## config.mk

```make
export PLATFORM = sky130hd
export DESIGN_NAME = mfa_seq_ctrl
export DESIGN_NICKNAME = d
export VERILOG_FILES = /design/src/rtl/mfa_seq_ctrl.sv
export SDC_FILE = /design/constraint.sdc
export NUM_CORES = 1
export LEC_CHECK = 0
export ABC_CLOCK_PERIOD_IN_PS = 1650
export BUFFER_PORTS_ARGS = -buffer_cell sky130_fd_sc_hd__buf_4
export CAP_MARGIN = 30
export CORE_ASPECT_RATIO = 0.75
export CORE_MARGIN = 4
export CORE_UTILIZATION = 40
export CTS_CLUSTER_SIZE = 28
export DETAILED_ROUTE_END_ITERATION = 8
export PLACE_DENSITY = 0.8
export SYNTH_ARGS = -nofsm -noshare
export SYNTH_HDL_FRONTEND = slang
export SYNTH_SLANG_ARGS = --single-unit
export TNS_END_PERCENT = 5
```

## constraint.sdc

```tcl
create_clock -name CLK -period 1.65 [get_ports CLK]
set_input_delay 0.2475 -clock CLK [delete_from_list [all_inputs] [get_ports CLK]]
set_output_delay 0.2475 -clock CLK [all_outputs]
set_load 0.01 [all_outputs]
```

## src/rtl/mfa_seq_ctrl.sv

```systemverilog
// mfa_seq_ctrl: phase sequencer for the multifractal box-counting pipeline.
// The controller owns the box-count RAM ports and grants them to one master per
// phase: the pixel writer (BC), the square-grid merger (MERGE), or the host
// (IDLE/DONE). It also holds sqg idle via BC_mode, times the merge, and keeps
// the busy/done/err status flags.
module mfa_seq_ctrl #(
  parameter int BOX_IDX      = 3,
  parameter int DATA_LEN     = 8,
  parameter int NPIX         = 1 << (2 * BOX_IDX),
  parameter int MERGE_CYCLES = 84
) (
  input  logic                    CLK,
  input  logic                    RST_n,
  input  logic                    start,
  input  logic                    abort,
  input  logic                    bc_wen,
  input  logic [2*BOX_IDX:0]      bc_addr,
  input  logic [DATA_LEN-1:0]     bc_wdata,
  input  logic                    sqg_wen,
  input  logic [2*BOX_IDX:0]      sqg_rd_addr,
  input  logic [2*BOX_IDX:0]      sqg_wr_addr,
  input  logic [DATA_LEN-1:0]     sqg_y,
  input  logic [2*BOX_IDX:0]      host_addr,
  output logic                    BC_mode,
  output logic                    ram_wen,
  output logic [2*BOX_IDX:0]      ram_wr_addr,
  output logic [DATA_LEN-1:0]     ram_wdata,
  output logic [2*BOX_IDX:0]      ram_rd_addr,
  output logic                    busy,
  output logic                    done,
  output logic                    err
);

  localparam int AW = 2 * BOX_IDX + 1;
  localparam int MW = $clog2(MERGE_CYCLES) + 1;
  localparam logic [AW-1:0] PIX_LAST = AW'(NPIX - 1);
  localparam logic [MW-1:0] MRG_LAST = MW'(MERGE_CYCLES - 1);

  typedef enum logic [1:0] {
    S_IDLE  = 2'd0,
    S_BC    = 2'd1,
    S_MERGE = 2'd2,
    S_DONE  = 2'd3
  } state_e;

  state_e        state_q, state_d;
  logic [AW-1:0] pix_cnt_q, pix_cnt_d;
  logic [MW-1:0] mrg_cnt_q, mrg_cnt_d;
  logic          bc_mode_q, bc_mode_d;
  logic          busy_q, busy_d;
  logic          done_q, done_d;
  logic          err_q, err_d;

  // Next-state, phase counters and registered status flags.
  always_comb begin
    // NOTE: every variable gets a default before any branch, so no path leaves
    // a value unassigned and no latch is inferred.
    state_d   = state_q;
    pix_cnt_d = pix_cnt_q;
    mrg_cnt_d = mrg_cnt_q;

    case (state_q)
      S_IDLE: if (start) state_d = S_BC;
      S_BC: begin
        if (bc_wen) begin
          if (pix_cnt_q == PIX_LAST) begin
            state_d   = S_MERGE;
            pix_cnt_d = '0;
          end else begin
            pix_cnt_d = pix_cnt_q + 1'b1;
          end
        end
      end
      S_MERGE: begin
        if (mrg_cnt_q == MRG_LAST) begin
          state_d   = S_DONE;
          mrg_cnt_d = '0;
        end else begin
          mrg_cnt_d = mrg_cnt_q + 1'b1;
        end
      end
      S_DONE:  if (start) state_d = S_BC;
      default: state_d = S_IDLE;
    endcase

    // Abort overrides every phase decision, including a same-cycle start.
    if (abort) begin
      state_d   = S_IDLE;
      pix_cnt_d = '0;
      mrg_cnt_d = '0;
    end

    // Status flags are derived from the next state so they line up with it.
    bc_mode_d = (state_d != S_MERGE);
    busy_d    = (state_d == S_BC) || (state_d == S_MERGE);
    done_d    = (state_d == S_DONE);

    // Protocol violations latch until reset; abort does not clear them.
    err_d = err_q
          | (bc_wen && (state_q != S_BC))
          | (sqg_wen && bc_mode_q)
          | (start && busy_q);
  end

  // RAM port mux: the current phase owner drives the ports, abort kills writes.
  always_comb begin
    ram_wen     = 1'b0;
    ram_wr_addr = '0;
    ram_wdata   = '0;
    ram_rd_addr = host_addr;
    case (state_q)
      S_BC: begin
        ram_wen     = bc_wen;
        ram_wr_addr = bc_addr;
        ram_wdata   = bc_wdata;
        ram_rd_addr = bc_addr;
      end
      S_MERGE: begin
        ram_wen     = sqg_wen;
        ram_wr_addr = sqg_wr_addr;
        ram_wdata   = sqg_y;
        ram_rd_addr = sqg_rd_addr;
      end
      default: ;
    endcase
    if (abort) ram_wen = 1'b0;
  end

  // State and status registers with asynchronous clear.
  always_ff @(posedge CLK or negedge RST_n) begin
    if (!RST_n) begin
      state_q   <= S_IDLE;
      pix_cnt_q <= '0;
      mrg_cnt_q <= '0;
      bc_mode_q <= 1'b1;
      busy_q    <= 1'b0;
      done_q    <= 1'b0;
      err_q     <= 1'b0;
    end else begin
      // NOTE: non-blocking assignments so every flop samples pre-edge values.
      state_q   <= state_d;
      pix_cnt_q <= pix_cnt_d;
      mrg_cnt_q <= mrg_cnt_d;
      bc_mode_q <= bc_mode_d;
      busy_q    <= busy_d;
      done_q    <= done_d;
      err_q     <= err_d;
    end
  end

  assign BC_mode = bc_mode_q;
  assign busy    = busy_q;
  assign done    = done_q;
  assign err     = err_q;

endmodule

```

# Word level (Yosys, flattened, before mapping)
# Cells that the tools add are included.
[word_totals]
word_cells = 50
out_inout_bits = 27
inputBits = 50
regBits = 21
[classes]
eq_ne = 10
n_addsub = 2
n_mux = 18
reduce_logical = 10
n_bitwise = 3
[op_table]
columns = ["cell", "n"]
rows = [
  ["7-bit 2-to-1 mux", 4],
  ["7-bit case mux with 2 select lines", 2],
  ["8-bit 2-to-1 mux", 3],
  ["8-bit case mux with 2 select lines", 1],
  ["2-bit 2-to-1 mux", 5],
  ["8-bit by 1-bit adder with 8-bit output, second input constant", 1],
  ["2-bit equality test, second input constant", 4],
  ["8-bit by 7-bit equality test with 1-bit output, second input constant", 1],
  ["7-bit by 1-bit adder with 7-bit output, second input constant", 1],
  ["7-bit by 6-bit equality test with 1-bit output, second input constant", 1],
  ["2-bit case mux with 3 select lines", 1],
  ["2-bit nonzero test", 3],
  ["2-bit by 1-bit equality test with 1-bit output, second input constant", 2],
  ["1-bit logical AND", 3],
  ["1-bit bitwise OR", 3],
  ["2-bit logical NOT", 1],
  ["2-bit by 1-bit inequality test with 1-bit output, second input constant", 1],
  ["2-bit inequality test, second input constant", 1],
  ["1-bit case mux with 2 select lines", 1],
  ["2-bit AND reduction", 1],
  ["2-bit OR reduction", 1],
  ["1-bit logical OR", 1],
  ["1-bit 2-to-1 mux", 1],
]

# Longest topological paths before layout
# Gate-level depths: netlist of run 1.
[logic_depth]
word_depth = 7
mapped_depth = 8
mapped_depth_nobuf = 7

# Worst setup path before layout of run 1
# No wires, ideal clock.
[synth_path]
path_type = "register -> output"
start = "register state_q[0]"
end = "output port ram_rd_addr[1]"
t_arrival_ns = 1.535
path_buffers = 2
required_time_ns = 1.402
path_stages_with_launch = 7
setup_slack_ns = -0.132
path_cell_list = "dfrtp_1 > inv_1 > ha_1 > clkbuf_1 > buf_2 > a22oi_1 > o21ai_0"
[synth_via]
elab_chain_cells = 2
elab_cells_between_ends = 3
classes_between = "2 x eq/ne; 1 x mux"
[synth_lines]
columns = ["element", "line", "rtl"]
rows = [
  ["from (decl)", "46", "state_e state_q, state_d;"],
  ["from (signal assigned)", "141", "state_q <= state_d;"],
  ["2-bit equality test / 2-bit by 1-bit equality test with 1-bit output (equally long branches)", "111", "case (state_q)"],
  ["7-bit case mux with 2 select lines *", "111", ""],
  ["to (decl)", "28", "output logic [2*BOX_IDX:0] ram_rd_addr,"],
]
# Mark *: on every way between the ends. The rest lies on a longest branch, timed or not.

# Final worst setup path of run 1
[layout_path]
start = "register state_q[1]"
end = "output port ram_wr_addr[0]"
[layout_via]
elab_chain_cells = 2
elab_cells_between_ends = 3
classes_between = "2 x eq/ne; 1 x mux"
[layout_lines]
columns = ["element", "line", "rtl"]
rows = [
  ["2-bit equality test / 2-bit by 1-bit equality test with 1-bit output (equally long branches)", "111", ""],
  ["7-bit case mux with 2 select lines *", "111", ""],
  ["to (decl)", "26", "output logic [2*BOX_IDX:0] ram_wr_addr,"],
]
# Marks and branches as above.

==> results of run 1 <==
worst max-delay path, stage by stage (launching register included):
cell,delay (ns)
dfrtp_1,0.44
ha_4,0.19
buf_8,0.14
clkbuf_16,0.16
a22oi_2,0.17
nor2_1,0.06
buf_4,0.14
worst paths after layout:
check	startpoint	end	cells past startpoint
worst min register to register	busy$_DFF_PN0_	err$_DFF_PN0_	2
worst min-delay path	start	err$_DFF_PN0_	3
max in group asynchronous	RST_n	BC_mode$_DFF_PN1_	2
worst max-delay path	state_q[1]$_DFF_PN0_	ram_wr_addr[0]	6
min in group asynchronous	RST_n	pix_cnt_q[0]$_DFFE_PN0P_	2
worst max register to register	mrg_cnt_q[7]$_DFFE_PN0P_	busy$_DFF_PN0_	5
sequential cells by signal, indices dropped and copies added, names as in the netlist:
name,flops
done,1
state_q,2
mrg_cnt_q,8
BC_mode,1
err,1
pix_cnt_q,7
busy,1
per-stage QoR:
step                      hold slack, ns  utilization, %  instances
final                              0.223            73.4        305
after global routing               0.240            73.4        305
after CTS                          0.217            68.7        302
after detailed placement           0.143            63.7        295
after global placement             0.140            63.7        295
after floorplan                  -0.0481               -        176
power groups by stage:
stage | Sequential [mW] | Combinational [mW] | Clock, mW
6_report | 0.533 | 0.534 | 0.338
5_1_grt | 0.534 | 0.576 | 0.380
4_1_cts | 0.531 | 0.467 | 0.347
3_5_place_dp | 0.541 | 0.427 | 0
3_3_place_gp | 0.541 | 0.422 | 0
2_1_floorplan | 0.545 | 0.193 | 0
synthesized netlist by cell type (2+ instances only):
| library cell | instances | area share, % |
|---|---|---|
| nor2_1 | 27 | 7.1 |
| nand2_1 | 20 | 5.2 |
| xor2_1 | 3 | 1.8 |
| inv_1 | 6 | 1.6 |
| a21oi_1 | 9 | 3.1 |
| nand3b_1 | 4 | 2.1 |
| a22oi_1 | 22 | 11 |
| nand2b_1 | 3 | 1.3 |
| or3_1 | 3 | 1.3 |
| nor2b_1 | 2 | 0.87 |
| o2111ai_1 | 2 | 1.2 |
| xnor2_1 | 4 | 2.4 |
| and3_1 | 2 | 0.87 |
| o21ai_0 | 11 | 3.8 |
| ha_1 | 5 | 4.4 |
| clkbuf_1 | 8 | 2.1 |
| dfrtp_1 | 20 | 35 |
| and2_1 | 3 | 1.3 |
| buf_2 | 2 | 0.70 |
| nand3_1 | 4 | 1.4 |
per-layer routing:
metal | global-route usage (%) | part of all wire [%] | vias up | routed length [um]
li1 | - | - | 805 | -
met1 | 23.6 | 42 | 789 | 1970
met2 | 32.0 | 51 | 54 | 2380
met3 | 4.07 | 4.3 | 14 | 202
met4 | 3.55 | 2.9 | 0 | 138
met5 | 0 | 0 | - | 0
logic make-up after synthesis:
| kind of cell | synth area share [%] |
|---|---|
| DFF | 36.7 |
| AOI/OAI and AO/OA | 23.1 |
| buffers and inverters | 4.62 |
| xor gates and xnor gates | 4.27 |
| muxes | 0.697 |
| adders and majority gates | 4.36 |
| and+or+nand+nor | 26.3 |
area by class of cell:
cell class,count,area (um^2)
sequential,21,527
fill,244,897
clock buffer,3,41.3
multi-input combinational,138,1030
inverter,6,22.5
clock inverter,1,5.00
timing repair buffer,96,806
tap,40,50.0
what timing repair did:
action / in CTS / in global routing
buffers inserted: 2 / 1
setup endpoints to repair: 26 / 30
pin swaps: 4 / 9
gates cloned: 0 / 2
endpoints found under the hold margin: 20 / 0
hold buffers: 1 / 0
gates resized for setup: 25 / 24
==> results.toml, run 1 <==
[outcome]
status = "complete, but fails checks"
violations = "setup timing"

[grt]
grt_pass1_wl_um = 6910
grt_usage_pct = 18.3
grt_pass1_vias = 1578
grt_max_degree = 23
antenna_found_initial = 0
grt.overflow.total = 0

[sta]
tns_ns = -2.66
maxSlewViolCount = 0
tightest_slew_ns = 0.329
final.setup.worst_slack_ns = -0.153
setup_violations = 25
fmax_mhz = 555
fin_skew_ns = 0.00589
finalCriticalPeriod_ns = 1.80
rsz0062_at_grt = "true"
slew-limit-headroom_pct = 77.8
post-route-period-util_pct = 109
final-hold-violation-count = 0

[logic_synthesis]
synth_cell_types = 36
synth_warnings = 0
synth-main-ff-cell = "dfrtp_1"
synth_cells = 176
ys_seq_elements = 21
synth-edff-count = 0
ys_seq_area_share_pct = 36.7
syn_nets = 231
avgSynthCellArea_um2 = 8.16
async_reset_ff_share_pct = 100
syn-cell-area_mm2 = 0.00144

[drt]
wire_per_inst_um = 15.4
drt_iter0_markers = 77
first_pass_iters = 4
via_per_inst = 5.45
dr_total_vias = 1662
finalWirelength_um = 4690
ant_nets = 0
drc_errors = 0

[clock_tree]
path_clk_slew_ns = 0.08
clk_path_buf_depth = 2
clkLatencyLatePin_ns = 0.26
cts_tree = "built"
clkSinkCount = 21
cts_root_buffer = "clkbuf_8"
cts-htree-levels = 1
cts_buffers = 3

[placed_design]
placed_cell_area_mm2 = 0.00215
place_hpwl_um = 3360
port_buffers = 76
routabilityCongestion = 0.796
pre_cts_ws_ns = -0.0252

[critical_path]
critPathCaptureType = "primary output"
startpoint_type = "flop"
cp_max_fo = 8
regToRegSetupSlack_ns = -0.02
worstPathRequired_ns = 1.40
arrival_ns = 1.56
critical_path_class = "reg -> out"

[layout]
nNetsFinal = 321
final_area_mm2 = 0.00248
area.growth.synth_to_final_pct = 72.7
final_common_cell = "buf_4"
final_cell_mix = "buf_4 (87), nor2_1 (24), nand2_1 (20), dfrtp_1 (20), a22oi_2 (19)"
drive_above_1_share_pct = 52.8
antenna_cells = 0

[die]
design.core.area_mm2 = 0.00338
fp.dieW_um = 77.2
die_height_um = 59.9
initial_core_util_pct = 42.5
fp.dieArea_mm2 = 0.00462
num_rows = 18
num_io_pins = 77

[pwr]
switchingPower_mw = 0.435
intPower_mw = 0.969
p_per_area_mw_per_mm2 = 566
sequentialPowerShare_pct = 37.9
clockPowerShare_pct = 24.1
power.total_mw = 1.40
ir_drop_v = 0.000447
combPwrFrac_pct = 38.0
p_leak_nw = 1.07
swShare_pct = 31.0

[flow_run]
drv_cap = 0

[hold_path]
hold_path_class = "in -> reg"
Power figures use the tool's default switching activity.
==> run 2: changes to the inputs <==
- SKIP_CTS_REPAIR_TIMING: unset -> 1
==> run 2 against run 1 <==
  * The run still ends with setup timing left
  * Total power shrank 5.2%
  * Final cell count fell by 0.66%
  * Largest power group is now sequential cells
  * Clock power hardly changed
==> results.toml, run 2 (synthesis gave the netlist of run 1 again) <==
[outcome]
status = "complete, but fails checks"
violations = "setup timing"

[critical_path]
regToRegSetupSlack_ns = -0.04
max_stage_delay_ns = 0.39
startpoint_type = "flop"
worstPathRequired_ns = 1.40
crit_cells = 6
critical_path_class = "reg -> out"
cp_max_fo = 5
crit_family = "flip-flops"
cpMaxStageDelayCell = "dfrtp_1"
path_cells = "buf_4 -> ha_4 -> and2_1 -> a21oi_1 -> nor3_2 -> buf_4"
critPathCaptureType = "primary output"
critPathBufInv = 2
cpMostUsedCell = "buf_4"
ff2ff_path_depth = 8
arrival_ns = 1.54

[sta]
tightest_slew_ns = 0.305
tns_ns = -2.54
maxSlewViolCount = 0
finalCriticalPeriod_ns = 1.79
rsz0062_at_grt = "true"
setup_violations = 24
fin_skew_ns = 0.00713
final.setup.worst_slack_ns = -0.141
slew-limit-headroom_pct = 79.4
final-hold-violation-count = 0
fmax_mhz = 558
post-route-period-util_pct = 109

[layout]
nNetsFinal = 319
antenna_cells = 0
fin_cells = 303
top_regs = "mrg_cnt_q x8, pix_cnt_q x7, state_q x2"
area.growth.synth_to_final_pct = 61.4
final_cell_mix = "buf_4 (88), nor2_1 (26), nand2_1 (20), dfrtp_1 (20), a22oi_1 (15)"
final_area_mm2 = 0.00232
drive_above_1_share_pct = 44.9
final_common_cell = "buf_4"
num-fill-cells = 282
regMostFlops = "mrg_cnt_q"
largest_reg_flops = 8

[grt]
grt.overflow.total = 0
antenna_found_initial = 0
grt_usage_pct = 17.6
grt_pass1_wl_um = 6650
grt_pass1_vias = 1538
grt_max_degree = 23

[placed_design]
placed_cell_area_mm2 = 0.00215
routabilityCongestion = 0.796
place_hpwl_um = 3360
port_buffers = 76
pre_cts_ws_ns = -0.0252
placed_cells = 295

[clock_tree]
clk_path_buf_depth = 2
cts_tree = "built"
clkSinkCount = 21
path_clk_slew_ns = 0.08
cts_root_buffer = "clkbuf_8"
cts_buffers = 3
clkLatencyLatePin_ns = 0.26
cts-htree-levels = 1

[pwr]
ir_drop_v = 0.000357
p_per_area_mw_per_mm2 = 574
power.total_mw = 1.33
p_leak_nw = 1.03

[drt]
drc_errors = 0
finalWirelength_um = 4290
wire_per_inst_um = 14.2
ant_nets = 0
dr_total_vias = 1595
via_per_inst = 5.26
drt_iter0_markers = 97
first_pass_iters = 4

[die]
design.core.area_mm2 = 0.00338
die_height_um = 59.9
fp.dieArea_mm2 = 0.00462
num_io_pins = 77
initial_core_util_pct = 42.5
num_rows = 18
fp.dieW_um = 77.2

[flow_run]
drv_cap = 0

[hold_path]
min_path_cells = 3
hold_path_class = "in -> reg"
## run 2: power breakdown
| part | total (mW) | internal, mW | switching (mW) | leakage [nW] |
|---|---|---|---|---|
| Combinational | 0.463 | 0.240 | 0.224 | 0.723 |
| Clock | 0.337 | 0.168 | 0.169 | 0.0255 |
| Sequential | 0.531 | 0.524 | 0.00673 | 0.283 |
| Total | 1.33 | 0.932 | 0.399 | 1.03 |
## run 2: worst paths after layout
path	endpoint	start
setup / recovery	ram_wen	state_q[0]$_DFF_PN0_
hold / removal	err$_DFF_PN0_	start
setup reg to reg	mrg_cnt_q[7]$_DFFE_PN0P_	state_q[1]$_DFF_PN0_
hold reg to reg	err$_DFF_PN0_	busy$_DFF_PN0_
max in group asynchronous	BC_mode$_DFF_PN1_	RST_n
min in group asynchronous	pix_cnt_q[0]$_DFFE_PN0P_	RST_n
## run 2: layer usage
layer  vias up  GRT usage, %  part of all wire, %
met5         -             0                    0
met4         0          3.55                 0.79
met3         4          4.37                  3.6
met2        37          30.5                   50
met1       754          22.6                   45
li1        800             -                    -
## run 2: metrics by stage
step	hold WS, ns	util, %
floorplan	-0.0481	-
global placement	0.140	63.7
detailed placement	0.143	63.7
CTS	-0.144	65.0
global route	0.235	68.6
finish	0.220	68.6
## run 2: cell type report
cell class / instances / area, um^2 / share of cell area [%]
flip-flops and latches: 21 / 527 / 22.7
repair buffers: 94 / 752 / 32.4
clock inverters: 1 / 5.00 / 0.216
well taps: 40 / 50.0 / 2.16
clock buffers: 3 / 41.3 / 1.78
multi-input cells: 138 / 921 / 39.7
inverters: 6 / 22.5 / 0.971
## run 2: worst min-delay path, delay by kind of cell
kind	cells	cell delay (ns)
AND/OR/NAND/NOR	2	0.10
buffers and inverters	1	0.10
==> run 3: changes to the inputs <==
- MAX_ROUTING_LAYER: unset -> met4
==> run 3 against run 2 <==
  * The flow still finishes with violations (setup timing)
  * Utilization is the same
  * Sequential cell count unchanged
  * Total power is essentially flat
  * Sequential share of layout area unchanged
  * Critical endpoint unchanged
==> results.toml, run 3 (synthesis gave the netlist of run 1 again) <==
[critical_path]
arrival_ns = 1.54
startpoint_type = "flop"
cp_max_fo = 5
crit_family = "flip-flops"
cpMaxStageDelayCell = "dfrtp_1"
r2r-start = "state_q[1]$_DFF_PN0_"
critPathCaptureType = "primary output"
critPathBufInv = 2
cpMostUsedCell = "buf_4"
path_cells = "buf_4 -> ha_4 -> and2_1 -> a21oi_1 -> nor3_2 -> buf_4"
critical_path_class = "reg -> out"
startpoint = "state_q[0]$_DFF_PN0_"
worstPathRequired_ns = 1.40
regToRegSetupSlack_ns = -0.04
max_stage_delay_ns = 0.39

[die]
die_height_um = 59.9
fp.dieW_um = 77.2
num_rows = 18
design.core.area_mm2 = 0.00338
initial_core_util_pct = 42.5
fp.dieArea_mm2 = 0.00462
num_io_pins = 77

[clock_tree]
clkLatencyLatePin_ns = 0.26
clk_path_buf_depth = 2
cts_buffers = 3
cts-htree-levels = 1
clkSinkCount = 21
path_clk_slew_ns = 0.08
cts_root_buffer = "clkbuf_8"
cts_tree = "built"

[pwr]
clockPowerShare_pct = 25.4
switchingPower_mw = 0.400
p_per_area_mw_per_mm2 = 575
intPower_mw = 0.932
combPwrFrac_pct = 34.8
swShare_pct = 30.0
ir_drop_v = 0.000358
p_leak_nw = 1.03
power.total_mw = 1.33
sequentialPowerShare_pct = 39.9

[grt]
grt_usage_pct = 18.2
grt_use_met3_pct = 4.52
grt_pass1_wl_um = 6680
grt.met1_usage_pct = 22.7
grt.overflow.total = 0
antenna_found_initial = 0
grtUsageMet2_pct = 30.8
busiest_layer = "met2"
grt_max_degree = 23
grt_pass1_vias = 1533

[layout]
final_cell_mix = "buf_4 (88), nor2_1 (26), nand2_1 (20), dfrtp_1 (20), a22oi_1 (15)"
top_regs = "mrg_cnt_q x8, pix_cnt_q x7, state_q x2"
final_common_cell = "buf_4"
final_area_mm2 = 0.00232
drive_above_1_share_pct = 44.9
postLayoutCoreUtil_pct = 68.6
fin_cells = 303
antenna_cells = 0
num-fill-cells = 282
multi_input_area_um2 = 921
regMostFlops = "mrg_cnt_q"
seqCellArea_um2 = 527
area.growth.synth_to_final_pct = 61.4
largest_reg_flops = 8
nNetsFinal = 319

[sta]
post-route-period-util_pct = 109
final.setup.worst_slack_ns = -0.141
slew-limit-headroom_pct = 79.4
maxSlewViolCount = 0
rsz0062_at_grt = "true"
fin_skew_ns = 0.00752
tns_ns = -2.58
setup_violations = 24
tightest_slew_ns = 0.305
finalCriticalPeriod_ns = 1.79
fmax_mhz = 558
final-hold-violation-count = 0

[outcome]
violations = "setup timing"
status = "complete, but fails checks"

[placed_design]
placed_cells = 295
routabilityCongestion = 0.807
port_buffers = 76
placed_cell_area_mm2 = 0.00215
place_hpwl_um = 3360

[drt]
first_pass_iters = 4
ant_nets = 0
dr_total_vias = 1595
wire_per_inst_um = 14.2
drt_iter0_markers = 96
finalWirelength_um = 4300
via_per_inst = 5.26
drc_errors = 0

[hold_path]
hold_path_class = "in -> reg"
hold_path.startpoint = "start"

[flow_run]
drv_cap = 0
[run 3: path summary, 6_finish.rpt]
path / end / cells after the start
setup / recovery: ram_wen / 6
hold reg to reg: err$_DFF_PN0_ / 2
hold / removal: err$_DFF_PN0_ / 3
setup reg to reg: mrg_cnt_q[7]$_DFFE_PN0P_ / 8
min in group asynchronous: pix_cnt_q[0]$_DFFE_PN0P_ / 2
max in group asynchronous: BC_mode$_DFF_PN1_ / 2
[run 3: routing by layer]
| metal | routed length, um | part of all wire, % |
|---|---|---|
| met4 | 33 | 0.77 |
| met5 | 0 | 0 |
| met1 | 1970 | 46 |
| met3 | 149 | 3.5 |
| met2 | 2140 | 50 |
[run 3: metrics by stage]
stage                     hold slack, ns  setup WS [ns]
after detailed placement           0.143        -0.0252
after CTS                         -0.144         -0.252
final                              0.219         -0.141
after floorplan                  -0.0481        -0.0338
after global placement             0.140         0.0357
after global routing               0.235         -0.216
[run 3: tightest hold or removal path, stage by stage]
cell	delay, ns
buf_4	0.10
nand2_1	0.05
nand3_1	0.05
[run 3: power groups by stage]
| stage | Clock (mW) | Combinational [mW] | Sequential, mW |
|---|---|---|---|
| 2_1_floorplan | 0 | 0.193 | 0.545 |
| 3_3_place_gp | 0 | 0.422 | 0.541 |
| 3_5_place_dp | 0 | 0.427 | 0.541 |
| 4_1_cts | 0.347 | 0.428 | 0.531 |
| 5_1_grt | 0.376 | 0.506 | 0.532 |
| 6_report | 0.338 | 0.463 | 0.531 |
[run 3: final cells by class]
cell class	count	area share, %
multi-input combinational	138	39.7
clock inverter	1	0.216
timing repair buffer	94	32.4
tap	40	2.16
clock buffer	3	1.78
sequential	21	22.7
inverter	6	0.971
